==> src/rtl/transmitter_datapath.sv <==
// UART transmit datapath: baud counter, data-bit counter, shift register and
// serial line driver, steered by the one-hot state flags of transmitter_control.
module transmitter_datapath #(
    parameter int CLKS_PER_BIT = 16
) (
    input  logic       i_clock,
    input  logic       i_reset,
    input  logic       i_state_is_START,
    input  logic       i_state_is_DATA,
    input  logic       i_state_is_STOP,
    input  logic [7:0] i_data,
    output logic       o_equal,
    output logic       o_equal_MSB,
    output logic       o_tx,
    output logic       o_busy
);
    localparam int CW = (CLKS_PER_BIT > 1) ? $clog2(CLKS_PER_BIT) : 1;
    localparam logic [CW-1:0] LAST = CW'(CLKS_PER_BIT - 1);

    logic [CW-1:0] baud_cnt;
    logic [2:0]    bit_idx;
    logic [7:0]    shreg;
    logic          start, data, stop, active;

    // Resolve illegal multi-flag combinations: START wins over DATA over STOP.
    always_comb begin
        start  = i_state_is_START;
        data   = i_state_is_DATA & ~i_state_is_START;
        stop   = i_state_is_STOP & ~i_state_is_START & ~i_state_is_DATA;
        active = start | data | stop;
    end

    // End-of-bit and last-data-bit decodes; only registers and flags feed these.
    always_comb begin
        o_equal     = active && (baud_cnt == LAST);
        o_equal_MSB = data && (bit_idx == 3'd7);
    end

    // Baud counter: free-runs while active, wraps on the bit boundary.
    always_ff @(posedge i_clock or posedge i_reset) begin
        if (i_reset)
            baud_cnt <= '0;
        else if (!active || o_equal)
            baud_cnt <= '0;
        else
            baud_cnt <= baud_cnt + CW'(1);
    end

    // Data-bit index: advances once per data bit; 7 -> 0 wrap is natural.
    always_ff @(posedge i_clock or posedge i_reset) begin
        if (i_reset)
            bit_idx <= 3'd0;
        else if (!data)
            bit_idx <= 3'd0;
        else if (o_equal)
            bit_idx <= bit_idx + 3'd1;
    end

    // Shift register: load on first START cycle, shift LSB-first during DATA.
    always_ff @(posedge i_clock or posedge i_reset) begin
        if (i_reset)
            shreg <= 8'h00;
        else if (start && baud_cnt == '0)
            shreg <= i_data;
        else if (data && o_equal)
            shreg <= {1'b1, shreg[7:1]};
    end

    // Serial line and busy, both one clock behind the flags.
    always_ff @(posedge i_clock or posedge i_reset) begin
        if (i_reset) begin
            o_tx   <= 1'b1;
            o_busy <= 1'b0;
        end else begin
            o_busy <= active;
            if (start)
                o_tx <= 1'b0;
            else if (data)
                o_tx <= shreg[0];
            else
                o_tx <= 1'b1;
        end
    end
endmodule

==> config.mk <==
export PLATFORM = sky130hd
export DESIGN_NAME = transmitter_datapath
export DESIGN_NICKNAME = d
export VERILOG_FILES = /design/src/rtl/transmitter_datapath.sv
export SDC_FILE = /design/constraint.sdc
export NUM_CORES = 1
export LEC_CHECK = 0
export CAP_MARGIN = 20
export CELL_PAD_IN_SITES_DETAIL_PLACEMENT = 0
export CELL_PAD_IN_SITES_GLOBAL_PLACEMENT = 1
export CORE_MARGIN = 5
export CORE_UTILIZATION = 38
export DETAILED_ROUTE_END_ITERATION = 6
export PLACE_DENSITY = 0.86
export SLEW_MARGIN = 15
export SYNTH_ARGS = -nofsm -noshare
export SYNTH_HDL_FRONTEND = slang
export SYNTH_SLANG_ARGS = --single-unit
==> constraint.sdc <==
create_clock -name i_clock -period 2.15 [get_ports i_clock]
set_clock_uncertainty 0.15 [all_clocks]
set_input_delay 0.3225 -clock i_clock [delete_from_list [all_inputs] [get_ports i_clock]]
set_output_delay 0.3225 -clock i_clock [all_outputs]
set_load 0.05 [all_outputs]
* After elaboration in Yosys (flattened, before gate mapping)
Index checks and enable logic that the tools add are counted.
** Word-level totals
- Register bits after elaboration :: 17
- Bits of input ports :: 13
- Output and inout port bits :: 4
- Logic and storage cells :: 32
** Cells by class
- Add/subtract/negate cells :: 2
- Eq/ne operators :: 3
- Multiplexer cells :: 7
- Bitwise operators :: 7
- Reductions and logical operators :: 8
** Operators by type and width (number)
- two-way mux 8 bit :: 2
- two-way mux 3 bit :: 2
- adder 4 x 1 -> 4 bit, second input constant :: 1
- == test 4 bit, second input constant :: 1
- logical AND 1 bit :: 4
- zero test 4 bit :: 1
- two-way mux 4 bit :: 1
- adder 3 x 1 -> 3 bit, second input constant :: 1
- bitwise AND 1 bit :: 3
- == test 3 bit, second input constant :: 1
- two-way mux 1 bit :: 2
- inequality test 2 bit, second input constant :: 1
- NOT 1 bit :: 2
- OR 1 bit :: 2
- nonzero test 2 bit :: 1
- zero test 1 bit :: 1
- logical OR 1 bit :: 1

* Longest topological paths before layout
Gate-level depths: netlist of the first run.
- Depth in word-level cells :: 8
- Mapped depth :: 6
- Mapped depth without buffers :: 5

* Worst setup path after synthesis of the first run
OpenSTA, ideal clock, no wires.
- Path type :: reg2out
- Start point :: register baud_cnt[0]
- End point :: output o_equal
- Data arrival time :: 1.534 ns
- Data required time :: 1.678 ns
- Setup slack :: 0.143 ns
- Stages on the path, launching flop included :: 4
- Path buffers :: 0
- Path through :: dfrtp_1 > ha_1 > nand3_1 > nor2_1
** Between the ends
- Longest elaborated chain between the ends :: 2
** Ends and longest elaborated chain
- from (decl) :: RTL line 20 : logic [CW-1:0] baud_cnt;
- from (signal assigned) :: RTL line 46 : baud_cnt <= baud_cnt + CW'(1);
- == test 4 bit :: RTL line 35 : o_equal = active && (baud_cnt == LAST);
- logical AND 1 bit :: RTL line 35
- to (decl) :: RTL line 12 : output logic o_equal,
Every way passes these cells.

* Worst setup path after layout of the first run
- Start point :: register o_tx
- End point :: output o_tx
** RTL lines
- from (decl) :: RTL line 14 : output logic o_tx,
- from (signal assigned) :: RTL line 79 : o_tx <= shreg[0];
No word-level cell between the ends.

==> metrics.md, run 1 <==
| Metric | Value |
|---|---|
| Status | finished clean |
| Cells on worst reg2reg path | 6 |
| Mapped Area | between 800 and 900 um2 |
| Fin crit period | 2060 ps |
| Clock tree buffer depth | 2 |
| CTS tree | yes |
| Worst Path Arrival | ~1600 ps |
| Total wire length | 1.47 mm |
| CTS buffer count | 3 |
| N_diodes | 0 |
| Final period util | between 90% and 100% |
| Final max-slew violation count | 0 |
| Delay-heaviest family, CP | buffers and inverters |
| Slew HR | a little under three fifths |
| Synth Flop Type | dfrtp_1 |
| Die height | approximately 57 um |
| Largest net degree at the start of global routing | 18 |
| Crit path to | o_tx |
| CP Launch Point | o_tx |
| Syn nets | 84 |
| Max VDD drop | between 0.0004 and 0.0005 V |
| Hpwl dp | ~1.1 mm |
| Initial Util | between 40% and 50% |
| Most frequent cell after synthesis | dfrtp_1 |
| Syn_area_per_cell | ~12 um2 |
| Peak fanout along the critical path | 1 |
| Syn Inst Count | 67 |
| FF-to-FF Start | baud_cnt[0] |
| Place WS | -26.9 ps |
| Slew @ Worst Pin | 643 ps |
| Synth cell types | 20 |
| Sequential area share after synthesis | 51.8% |
| Synth Register Bits | 17 |
| EDFF count, synth | 0 |
| RSZ-0062 raised after global routing | no |
| Final hold violations | 0 |
| Fillers | approximately 180 |
| Detail Route Antenna Nets | 0 |
| Switching power total | about 320 uW |
| I/O pins | 17 |
| First-pass DRT Iterations | 2 |
| Final setup vio count | 0 |
| I/O Buffers | 16 |
| First-pass GRT wire length | around 2.4 mm |
| Area leader, netlist | dfrtp_1 |
| Logic pwr share | 37.2% |
| # rows | 16 |
| Total clock sinks | 17 |
| Overall routing resource usage | under 10% |
| Slowest CP cell | clkdlybuf4s50_1 |
| Critical Path Max Stage Delay | 790 ps |
| Wire per inst | 12.6 um |
| Placed insts | 113 |
| Max cap viols | 0 |
| Root buf cell | clkbuf_4 |
| Worst-Skew Late Latency | around 280 ps |
| Setup CP Type | flip-flop to output pin |
| Power per Cell Area | just under 1000 nW/um2 |
| Ys async rst share | 100% |
| Vias per Instance | approximately 4.7 |
| Tot Pwr | 1.05 mW |
| Crit. End Element | output pin |
| Worst setup margin | about 86 ps |
| Area of the multi-input gates | approximately 360 um2 |
| Initial antenna violation count | 0 |
| R2r setup slk | between 80 and 90 ps |
| Die width | about 57 um |
| DRC | 0 |
| Die area | approximately 3200 um2 |
| Top cells by area, synth | dfrtp_1, mux2_2, ha_1 |
| Maximum clock rate | around 480 MHz |
| Seq pwr share | between 40 and 50% |
| Crit start category | flip-flop |
| Fin util | ~53% |
| Vias in the first global route | 563 |
| Synth top area share | 48.6% |
| Reg clk slew, reported paths | about 90 ps |
| Hold_buf cts | 0 |
| Final Non-Filler Cells | around 120 |
| GRT overflow | 0 |
| Gpl congestion | around 0.7 |
| WP buf/inv | 1 |
| Req. time, crit path | 1680 ps |
| Final net count | ~110 |
| Leakage Power | 0.495 nW |
| Sw Share | between 30 and 40% |
| Hold crit path type | input pin to asynchronous set/reset pin |
| DRT iter0 DRCs | 1 |
| Vias | 549 |
| CP Cell Sequence | clkdlybuf4s50_1 |
| Ys Warns | 0 |
| CTS H-tree lvls | 1 |
| Core Region | between 2000 and 2500 um2 |
| Area Growth Syn to Fin | 31.0% |
| RR Endpoint | shreg[2] |
| FF+latch area | 427 um2 |
| Cell count along the critical path | 1 |
| Clk pwr share | ~16% |
| Layout cells sized above 1 | 26.7% |
| Top post-synthesis cells by count | dfrtp_1, mux2_2, inv_1, nor2_1 |
| Pint | ~730 uW |
==> cell type report <==
type | instances | share of cell area [%]
multi-input cells | 41 | 33.8
flip-flops and latches | 17 | 39.6
well taps | 27 | 3.13
inverters | 8 | 2.78
repair buffers | 20 | 18.3
clock buffers | 4 | 2.44
==> metal layers <==
metal / GRT usage [%] / vias up / routed length [um]
li1: - / 276 / -
met1: 11.8 / 253 / 658
met2: 15.2 / 16 / 685
met3: 2.98 / 4 / 87
met4: 7.12 / 0 / 40
met5: 0 / - / 0
==> per-stage QoR <==
step / cell area [um2] / hold slack [ps] / setup TNS [ps]
CTS: 1070 / 279 / 0
global placement: 1050 / 337 / -6.92
floorplan: 823 / 97.8 / 0
finish: 1080 / 264 / 0
detailed placement: 1050 / 339 / -87.4
global route: 1080 / 324 / 0
==> what timing repair did <==
| item | 4_1_cts | 5_1_grt |
|---|---|---|
| resized for setup | 0 | 1 |
| buffers inserted | 0 | 0 |
| setup endpoints to repair | 0 | 1 |
==> cells by family after synthesis <==
logic type	after synthesis	synth area share (%)
DFF	17	51.8
AOI/OAI and AO/OA	6	5.77
adders and majority gates	4	6.08
and+or+nand+nor	13	8.36
xor gates and xnor gates	2	2.13
buffers and inverters	9	4.56
muxes	16	21.3
==> worst min path at each step <==
stage | endpoint | cells after the start | from
floorplan | baud_cnt[0] | 1 | i_reset
global placement | o_tx | 2 | shreg[0]
detailed placement | o_tx | 2 | shreg[0]
CTS | shreg[5] | 2 | i_reset
global route | shreg[3] | 2 | i_reset
finish | shreg[5] | 2 | i_reset
==> layout by cell type, fill, tap and decap left out, drive strengths merged, types with 2 or more instances in the layout <==
master,count
ha,4
clkbuf,4
inv,8
and3,2
mux2,12
dfrtp,16
buf,6
clkdlybuf4s50,14
nor2,6
mux2i,4
a21oi,3
==> sequential cells by signal, summed over array words and instances (netlist names) <==
| signal | flops |
|---|---|
| baud_cnt | 4 |
| bit_idx | 3 |
| o_busy | 1 |
| o_tx | 1 |
| shreg | 8 |
==> power groups by stage <==
| stage | combinational (mW) | sequential [mW] | clock, mW |
|---|---|---|---|
| after floorplan | 0.290 | 0.496 | 0 |
| after global placement | 0.374 | 0.492 | 0 |
| after detailed placement | 0.393 | 0.496 | 0 |
| after CTS | 0.395 | 0.490 | 0.174 |
| after global routing | 0.428 | 0.509 | 0.188 |
| final | 0.391 | 0.494 | 0.165 |
Power figures use the tool's default switching activity.
==> run 2: changes to the inputs <==
--- a/config.mk
+++ b/config.mk
@@ -11,6 +11,7 @@
 export CORE_MARGIN = 5
 export CORE_UTILIZATION = 38
 export DETAILED_ROUTE_END_ITERATION = 6
+export HOLD_SLACK_MARGIN = 0.02
 export PLACE_DENSITY = 0.86
 export SLEW_MARGIN = 15
 export SYNTH_ARGS = -nofsm -noshare
==> results of run 2 <==
Same layout as run 1: the final DEF is identical, and so are final timing and power.
